<file path="src/rtl/fifo_rd_arbiter_pkg.sv">
// fifo_rd_arbiter_pkg: reader index type (bounded by FIFO_RD_ARB_MAX_N) and modulo-N index add shared by fifo_rd_arbiter and rr_burst_arbiter
package fifo_rd_arbiter_pkg;
  localparam int FIFO_RD_ARB_MAX_N = 8;
  localparam int IDX_W = $clog2(FIFO_RD_ARB_MAX_N);
  typedef logic [IDX_W-1:0] rd_idx_t;
  function automatic rd_idx_t idx_add(input rd_idx_t a, input rd_idx_t b, input logic [IDX_W:0] n);
    logic [IDX_W:0] s;
    s = {1'b0, a} + {1'b0, b};
    return (s >= n) ? rd_idx_t'(s - n) : rd_idx_t'(s);
  endfunction
endpackage

</file>
<file path="src/rtl/rr_burst_arbiter.sv">
// rr_burst_arbiter: round-robin arbiter with bounded bursts; in clk, reset, req[N], fifo_empty; out accept (FIFO pop), grant[N] one-hot, win index
module rr_burst_arbiter
  import fifo_rd_arbiter_pkg::*;
#(
  parameter int N     = 2,
  parameter int BURST = 4
) (
  input  logic         clk,
  input  logic         reset,
  input  logic [N-1:0] req,
  input  logic         fifo_empty,
  output logic         accept,
  output logic [N-1:0] grant,
  output rd_idx_t      win
);
  localparam int CW = $clog2(BURST + 1);
  localparam logic [CW-1:0] BL = CW'(BURST);
  localparam logic [IDX_W:0] NL = (IDX_W + 1)'(N);
  localparam logic [N-1:0] ONE = N'(1);
  rd_idx_t ptr, owner, off;
  logic own_vld, own_req, keep, drop;
  logic [CW-1:0] cnt, cnt_n;
  logic [N-1:0] rot;
  always_comb begin
    rot = N'({req, req} >> ptr);
    off = '0;
    for (int k = N - 1; k >= 0; k--) off = rot[k] ? rd_idx_t'(k) : off;
    own_req = own_vld & |(req & (ONE << owner));
    keep = own_req & (cnt < BL);
    drop = own_vld & ~own_req;
    win = keep ? owner : idx_add(ptr, off, NL);
    accept = |req & ~fifo_empty & ~reset;
    grant = accept ? ONE << win : '0;
    cnt_n = keep ? cnt + 1'b1 : CW'(1);
  end
  always_ff @(posedge clk or posedge reset)
    if (reset) begin
      ptr <= '0;
      owner <= '0;
      own_vld <= 1'b0;
      cnt <= '0;
    end else if (accept && cnt_n == BL) begin
      ptr <= idx_add(win, rd_idx_t'(1), NL);
      own_vld <= 1'b0;
      cnt <= '0;
    end else if (accept) begin
      ptr <= drop ? idx_add(win, rd_idx_t'(1), NL) : ptr;
      owner <= win;
      own_vld <= 1'b1;
      cnt <= cnt_n;
    end else if (drop) begin
      ptr <= idx_add(owner, rd_idx_t'(1), NL);
      own_vld <= 1'b0;
      cnt <= '0;
    end
endmodule

</file>
<file path="src/rtl/fifo_rd_arbiter.sv">
// fifo_rd_arbiter: shares one FIFO read port among N readers, steering fifo_q back via a RDLATENCY tag pipeline; ports clk, reset, fifo_empty/fifo_rdreq/fifo_q, req/grant/rdvalid[N], rdata, busy; FIFO_RD_ARBITER_OUTREG_EN registers rdata/rdvalid (+1 latency)
module fifo_rd_arbiter
  import fifo_rd_arbiter_pkg::*;
#(
  parameter int N         = 2,
  parameter int WIDTH     = 64,
  parameter int RDLATENCY = 1,
  parameter int BURST     = 4
) (
  input  logic             clk,
  input  logic             reset,
  input  logic             fifo_empty,
  output logic             fifo_rdreq,
  input  logic [WIDTH-1:0] fifo_q,
  input  logic [N-1:0]     req,
  output logic [N-1:0]     grant,
  output logic [N-1:0]     rdvalid,
  output logic [WIDTH-1:0] rdata,
  output logic             busy
);
  localparam logic [N-1:0] ONE = N'(1);
  rd_idx_t win;
  logic [RDLATENCY-1:0] sv;
  rd_idx_t si [RDLATENCY];
  logic [N-1:0] last_oh;
  rr_burst_arbiter #(.N(N), .BURST(BURST)) u_arb (
    .clk(clk),
    .reset(reset),
    .req(req),
    .fifo_empty(fifo_empty),
    .accept(fifo_rdreq),
    .grant(grant),
    .win(win)
  );
  always_ff @(posedge clk or posedge reset)
    if (reset) begin
      sv <= '0;
      si <= '{default: '0};
    end else begin
      sv[0] <= fifo_rdreq;
      si[0] <= win;
      for (int i = 1; i < RDLATENCY; i++) begin
        sv[i] <= sv[i-1];
        si[i] <= si[i-1];
      end
    end
  assign last_oh = sv[RDLATENCY-1] ? ONE << si[RDLATENCY-1] : '0;
`ifdef FIFO_RD_ARBITER_OUTREG_EN
  always_ff @(posedge clk or posedge reset)
    if (reset) begin
      rdata <= '0;
      rdvalid <= '0;
    end else begin
      rdata <= fifo_q;
      rdvalid <= last_oh;
    end
  assign busy = |sv | |rdvalid;
`else
  assign rdata = fifo_q;
  assign rdvalid = last_oh;
  assign busy = |sv;
`endif
endmodule

</file>
<file path="config.mk">
export PLATFORM = sky130hd
export DESIGN_NAME = fifo_rd_arbiter
export DESIGN_NICKNAME = d
export VERILOG_FILES = /design/src/rtl/fifo_rd_arbiter_pkg.sv /design/src/rtl/rr_burst_arbiter.sv /design/src/rtl/fifo_rd_arbiter.sv
export SDC_FILE = /design/constraint.sdc
export NUM_CORES = 1
export LEC_CHECK = 0
export CAP_MARGIN = 15
export CORE_AREA = 5 5 73 75
export CTS_CLUSTER_SIZE = 40
export DETAILED_ROUTE_END_ITERATION = 6
export DIE_AREA = 0 0 78 80
export PLACE_DENSITY = 0.82
export SYNTH_ARGS = -nofsm -noshare
export SYNTH_HDL_FRONTEND = slang
export SYNTH_SLANG_ARGS = --single-unit
</file>
<file path="constraint.sdc">
create_clock -name clk -period 5.44 [get_ports clk]
set_input_delay 0.544 -clock clk [delete_from_list [all_inputs] [get_ports clk]]
set_output_delay 0.544 -clock clk [all_outputs]
set_load 0.05 [all_outputs]
</file>
# After elaboration in Yosys (flattened, before gate mapping)
# Index checks and enable logic that the tools add are counted.
# totals
elab_cells	57
in_bits	69
register_bits	14
# op_classes
n_reduce_logical	6
addsub	7
n_shift	4
bitwise_logic	10
n_eq_ne	1
n_mux	19
order_cmp	4
# ops
cell	count
$mux W3	13
$ge A4 B2 Y1 const B	3
$shl A1 B3 Y2 const A	3
$sub A3 B2 Y3 const B	3
$add A3 B1 Y4 const B	2
$and A1 B1 Y1	5
$add A3 B3 Y4	1
$mux W1	4
$mux W2	2
$not A1 Y1	4
$reduce_or A2 Y1	2
$shr A4 B3 Y2	1
$add A3 B1 Y3 const B	1
$eq A3 B3 Y1 const B	1
$lt A3 B3 Y1 const B	1
$reduce_bool A3 Y1	1
$and A2 B2 Y2	1
$reduce_and A2 Y1	1
$reduce_bool A2 Y1	1
$logic_and A1 B1 Y1	1

# Logic depth before layout (Yosys ltp)
# depth
depth_word	13
ltp_mapped	10
ltp_nobuf	9

# Modules after synthesis
# Synthesis repeated with hierarchy kept, for this count alone.
# unflattened
cells_unflattened	159
hier_area_um2	1435.1
# by_module_without_submodules
module	cells_each	instances	seq_area_each_um2	area_per_inst_um2
rr_burst_arbiter	88	1	250.2	823.3
fifo_rd_arbiter	71	1	100.1	611.8

# Worst setup path before layout
# OpenSTA, ideal clock, no wires.
# synth_timing
kind	input-to-output
startpoint	in req[0]
endpoint	out grant[1]
setup_slack_ns	2.237
t_required_ns	4.896
stages	10
arrival_time_ns	2.659
path_cell_list	nor4bb_1 > a21oi_1 > nor2_1 > ha_1 > ha_1 > clkbuf_1 > nand3b_1 > a21oi_1 > nand3b_1 > a21oi_1
# synth_between
elab_chain_len	9
word_cells_on_any_way	17
cone_classes	2 x add/sub; 1 x order compare; 2 x shift; 5 x mux; 5 x bitwise; 2 x reduce/logical
# synth_lines
element	line	source
start, declared	fifo_rd_arbiter.sv:15	input logic [N-1:0] req,
$shr A4 B3 Y2	rr_burst_arbiter.sv:25	rot = N'({req, req} >> ptr);
$mux W1	rr_burst_arbiter.sv:27	for (int k = N - 1; k >= 0; k--) off = rot[k] ? rd_idx_t'(k) : off;
$mux W3	rr_burst_arbiter.sv:27	
$add A3 B3 Y4	fifo_rd_arbiter_pkg.sv:8	s = {1'b0, a} + {1'b0, b};
$ge A4 B2 Y1 / $sub A3 B2 Y3 (equally long branches)	fifo_rd_arbiter_pkg.sv:9	return (s >= n) ? rd_idx_t'(s - n) : rd_idx_t'(s);
$mux W3	fifo_rd_arbiter_pkg.sv:9	
$mux W3	rr_burst_arbiter.sv:31	win = keep ? owner : idx_add(ptr, off, NL);
$shl A1 B3 Y2	rr_burst_arbiter.sv:33	grant = accept ? ONE << win : '0;
$mux W2 (*)	rr_burst_arbiter.sv:33	
end, declared	fifo_rd_arbiter.sv:16	output logic [N-1:0] grant,
# Mark *: on every way between the ends. The rest lies on a longest branch, timed or not.

# Worst setup path in the final report
# layout_timing
startpoint	in req[1]
endpoint	out grant[1]
# The elaborated chain is that of the path after synthesis.

==> flow_metrics.py <==
metrics = {
    "min_path": {
        "hold_path_class": "reg2reg",
    },
    "grt": {
        "antenna_found_initial": 0,
        "grt_overflow": 0,
        "met1_usage_pct": 9.13,
        "grt_first_pass_wirelength_mm": 4.08,
        "grt_util_met2_pct": 12.3,
        "grt_max_degree": 15,
        "grt_pass1_vias": 855,
        "use_met3_pct": 3.27,
        "track_usage_pct": 8.04,
        "grt.busiest_layer": "met2",
    },
    "clock_tree": {
        "cts_sinks": 14,
        "cts_setup_buffers": 0,
        "numCtsBuffers": 3,
        "cts.clk_slew.worst_paths_ns": 0.05,
        "cts_tree": "built",
        "cts_root_buffer": "clkbuf_8",
        "ctsResizeCount": 0,
        "clk_latency_ns": 0.25,
        "cts.hold.buffers_added": 0,
        "clk_path_buf_depth": 2,
        "htreeDepth": 1,
    },
    "timing": {
        "fin_setup_tns_ns": 0,
        "worst_slack_ns": 1.41,
        "tightest_slew_ns": 0.539,
        "slew_headroom_pct": 64.1,
        "finalHoldViolCount": 0,
        "finalMaxSlewViolations": 0,
        "fin_skew_ns": 0.00567,
        "finalSetupViolations": 0,
        "finalCritPeriodShare_pct": 74.1,
        "rsz0062_at_grt": "no",
        "max_freq_mhz": 248,
        "post-route-min-period_ns": 4.03,
    },
    "critical_path": {
        "r2r_slack_ns": 3.09,
        "worstSetupPathType": "in2out",
        "path_buf_inv": 2,
        "crit_family": "buffers and inverters",
        "worstPathArrival_ns": 3.49,
        "cpPeakStageDelay_ns": 0.72,
        "crit_required_ns": 4.90,
        "crit_path_top_delay_cell": "clkdlybuf4s50_1",
        "cp_cell_sequence": "clkdlybuf4s50_1 > nor4bb_1 > a21oi_1 > nor2_1 > ha_1 > ha_1 > nand3b_1 > a21oi_1 > nand3b_1 > a21oi_1 > clkdlybuf4s50_1",
        "end_kind": "output pin",
        "start_kind": "input pin",
        "cpMostUsedCell": "a21oi_1",
        "critical_path.max_fanout": 8,
    },
    "flow_run": {
        "max_cap_violations": 0,
    },
    "pwr": {
        "ir_drop_uv": 134,
        "p_total_uw": 595,
        "leakagePower_uw": 0.000506,
        "p_per_area_nw_per_um2": 485,
    },
    "cells_and_area": {
        "post-route-util_pct": 26.7,
        "num_antenna_cells": 0,
        "nets": 191,
        "final_common_cell": "dfrtp_1",
        "layout_common_cells": "dfrtp_1 (14), clkdlybuf4s50_1 (10), nor2_1 (7), a21oi_1 (7)",
        "fin_area_um2": 1230,
        "area_delta_synth_final_pct": -18.3,
        "drive_above_1_share_pct": 12.1,
    },
    "place": {
        "place.port_buffers": 10,
        "gp_congestion": 0.792,
        "post_dp_cell_area_um2": 1170,
        "dpl_worst_slack_ns": 1.46,
        "dp_hpwl_mm": 1.81,
    },
    "floorplanning": {
        "num_rows": 25,
        "die-height_um": 80,
        "die_x_um": 78,
        "core_area_um2": 4600,
        "die_area_um2": 6240,
        "pin_count": 139,
        "start_util_pct": 32.7,
    },
    "synthesis": {
        "syn_nets": 243,
        "yosysWarningCount": 0,
        "synth.distinct_cells": 45,
        "synth_area_um2": 1500,
        "synthCells": 169,
        "yosysSeqAreaShare_pct": 23.3,
        "avgSynthCellArea_um2": 8.89,
        "synth-seq-cells": 14,
    },
    "route": {
        "num_vias": 892,
        "viasPerCell": 5.25,
        "postRouteAntennaNets": 0,
        "drt-wirelength-per-cell_um": 14.4,
        "drc": 0,
        "drt-initial-drc-count": 54,
        "wl_mm": 2.44,
        "firstDrtPassIters": 4,
    },
    "status": {
        "status": "finished clean",
    },
}
report_power, final:
group	total (µW)	switching, µW	internal (µW)
logic	293	157	136
clock network	101	37.3	64.1
registers	201	58.6	142
sequential cells by signal, summed over array words and instances, names as in the netlist:
name and count:
u_arb.ptr 3, busy 1, u_arb.owner 3, u_arb.cnt 3, si 3, u_arb.own_vld 1
routing by layer:
layer	up-vias	wire length, µm
li1	422	-
met1	416	1010
met2	44	1130
met3	10	240
met4	0	55
met5	-	0
cells by family (layout without fill, tap and decap cells):
| group | count (synthesis) | after routing | synth area share, % |
|---|---|---|---|
| adders and majority gates | 5 | 5 | 4.16 |
| buffers and inverters | 72 | 19 | 34.4 |
| DFF | 14 | 14 | 23.3 |
| and+or+nand+nor | 45 | 45 | 21.2 |
| muxes | 2 | 2 | 1.58 |
| xor gates and xnor gates | 1 | 1 | 0.583 |
| AOI/OAI and AO/OA | 30 | 30 | 14.8 |
Yosys cell counts (all sizes together):
| library cell | count | area (µm²) |
|---|---|---|
| buf | 64 | 480 |
| dfrtp | 14 | 350 |
| nor2 | 8 | 32.5 |
| a21oi | 7 | 35.0 |
| ha | 5 | 62.6 |
| inv | 5 | 18.8 |
| nand2 | 5 | 18.8 |
| and2 | 4 | 30.0 |
| nand4b | 4 | 35.0 |
| nor3 | 4 | 20.0 |
| o21ai | 4 | 20.0 |
| a22o | 3 | 26.3 |
| nand3 | 3 | 15.0 |
| nand3b | 3 | 22.5 |
| a21boi | 2 | 15.0 |
| a21o | 2 | 16.3 |
| a22oi | 2 | 15.0 |
| a31oi | 2 | 12.5 |
| and3b | 2 | 17.5 |
| and4b | 2 | 20.0 |
| clkbuf | 2 | 7.51 |
| mux2i | 2 | 23.8 |
| nor4bb | 2 | 20.0 |
| o211ai | 2 | 15.0 |
| o31ai | 2 | 33.8 |
| or2 | 2 | 12.5 |
| a211oi | 1 | 7.51 |
| a32o | 1 | 10.0 |
| and3 | 1 | 11.3 |
| and4bb | 1 | 12.5 |
| clkdlybuf4s18 | 1 | 10.0 |
| nand4bb | 1 | 27.5 |
| nor2b | 1 | 6.26 |
| nor3b | 1 | 7.51 |
| nor4b | 1 | 8.76 |
| o21a | 1 | 7.51 |
| o41ai | 1 | 8.76 |
| xor2 | 1 | 8.76 |
final timing paths:
path	startpoint	end	depth (start not counted)
max	req[1]	grant[1]	11
max reg2reg	u_arb.ptr[1]	si[2]	9
min	u_arb.cnt[1]	u_arb.cnt[1]	1
max in group asynchronous	reset	u_arb.cnt[2]	2
min in group asynchronous	reset	u_arb.ptr[2]	2
min reg2reg	u_arb.cnt[1]	u_arb.cnt[1]	1
through the flow:
stage                     hold WS (ns)  std cells
after floorplan                  0.433        169
after global placement           0.520        166
after detailed placement         0.519        166
after CTS                        0.532        170
after global routing             0.568        170
final                            0.526        170
layout make-up:
class | instances | area [µm²]
Tap cell | 54 | 67.6
Inverter | 5 | 18.8
Clock buffer | 4 | 55.1
Timing Repair Buffer | 10 | 100
Sequential cell | 14 | 350
Multi-Input combinational cell | 83 | 636
Fill cell | 481 | 3370
No activity file was read; power rests on OpenSTA's default activity.
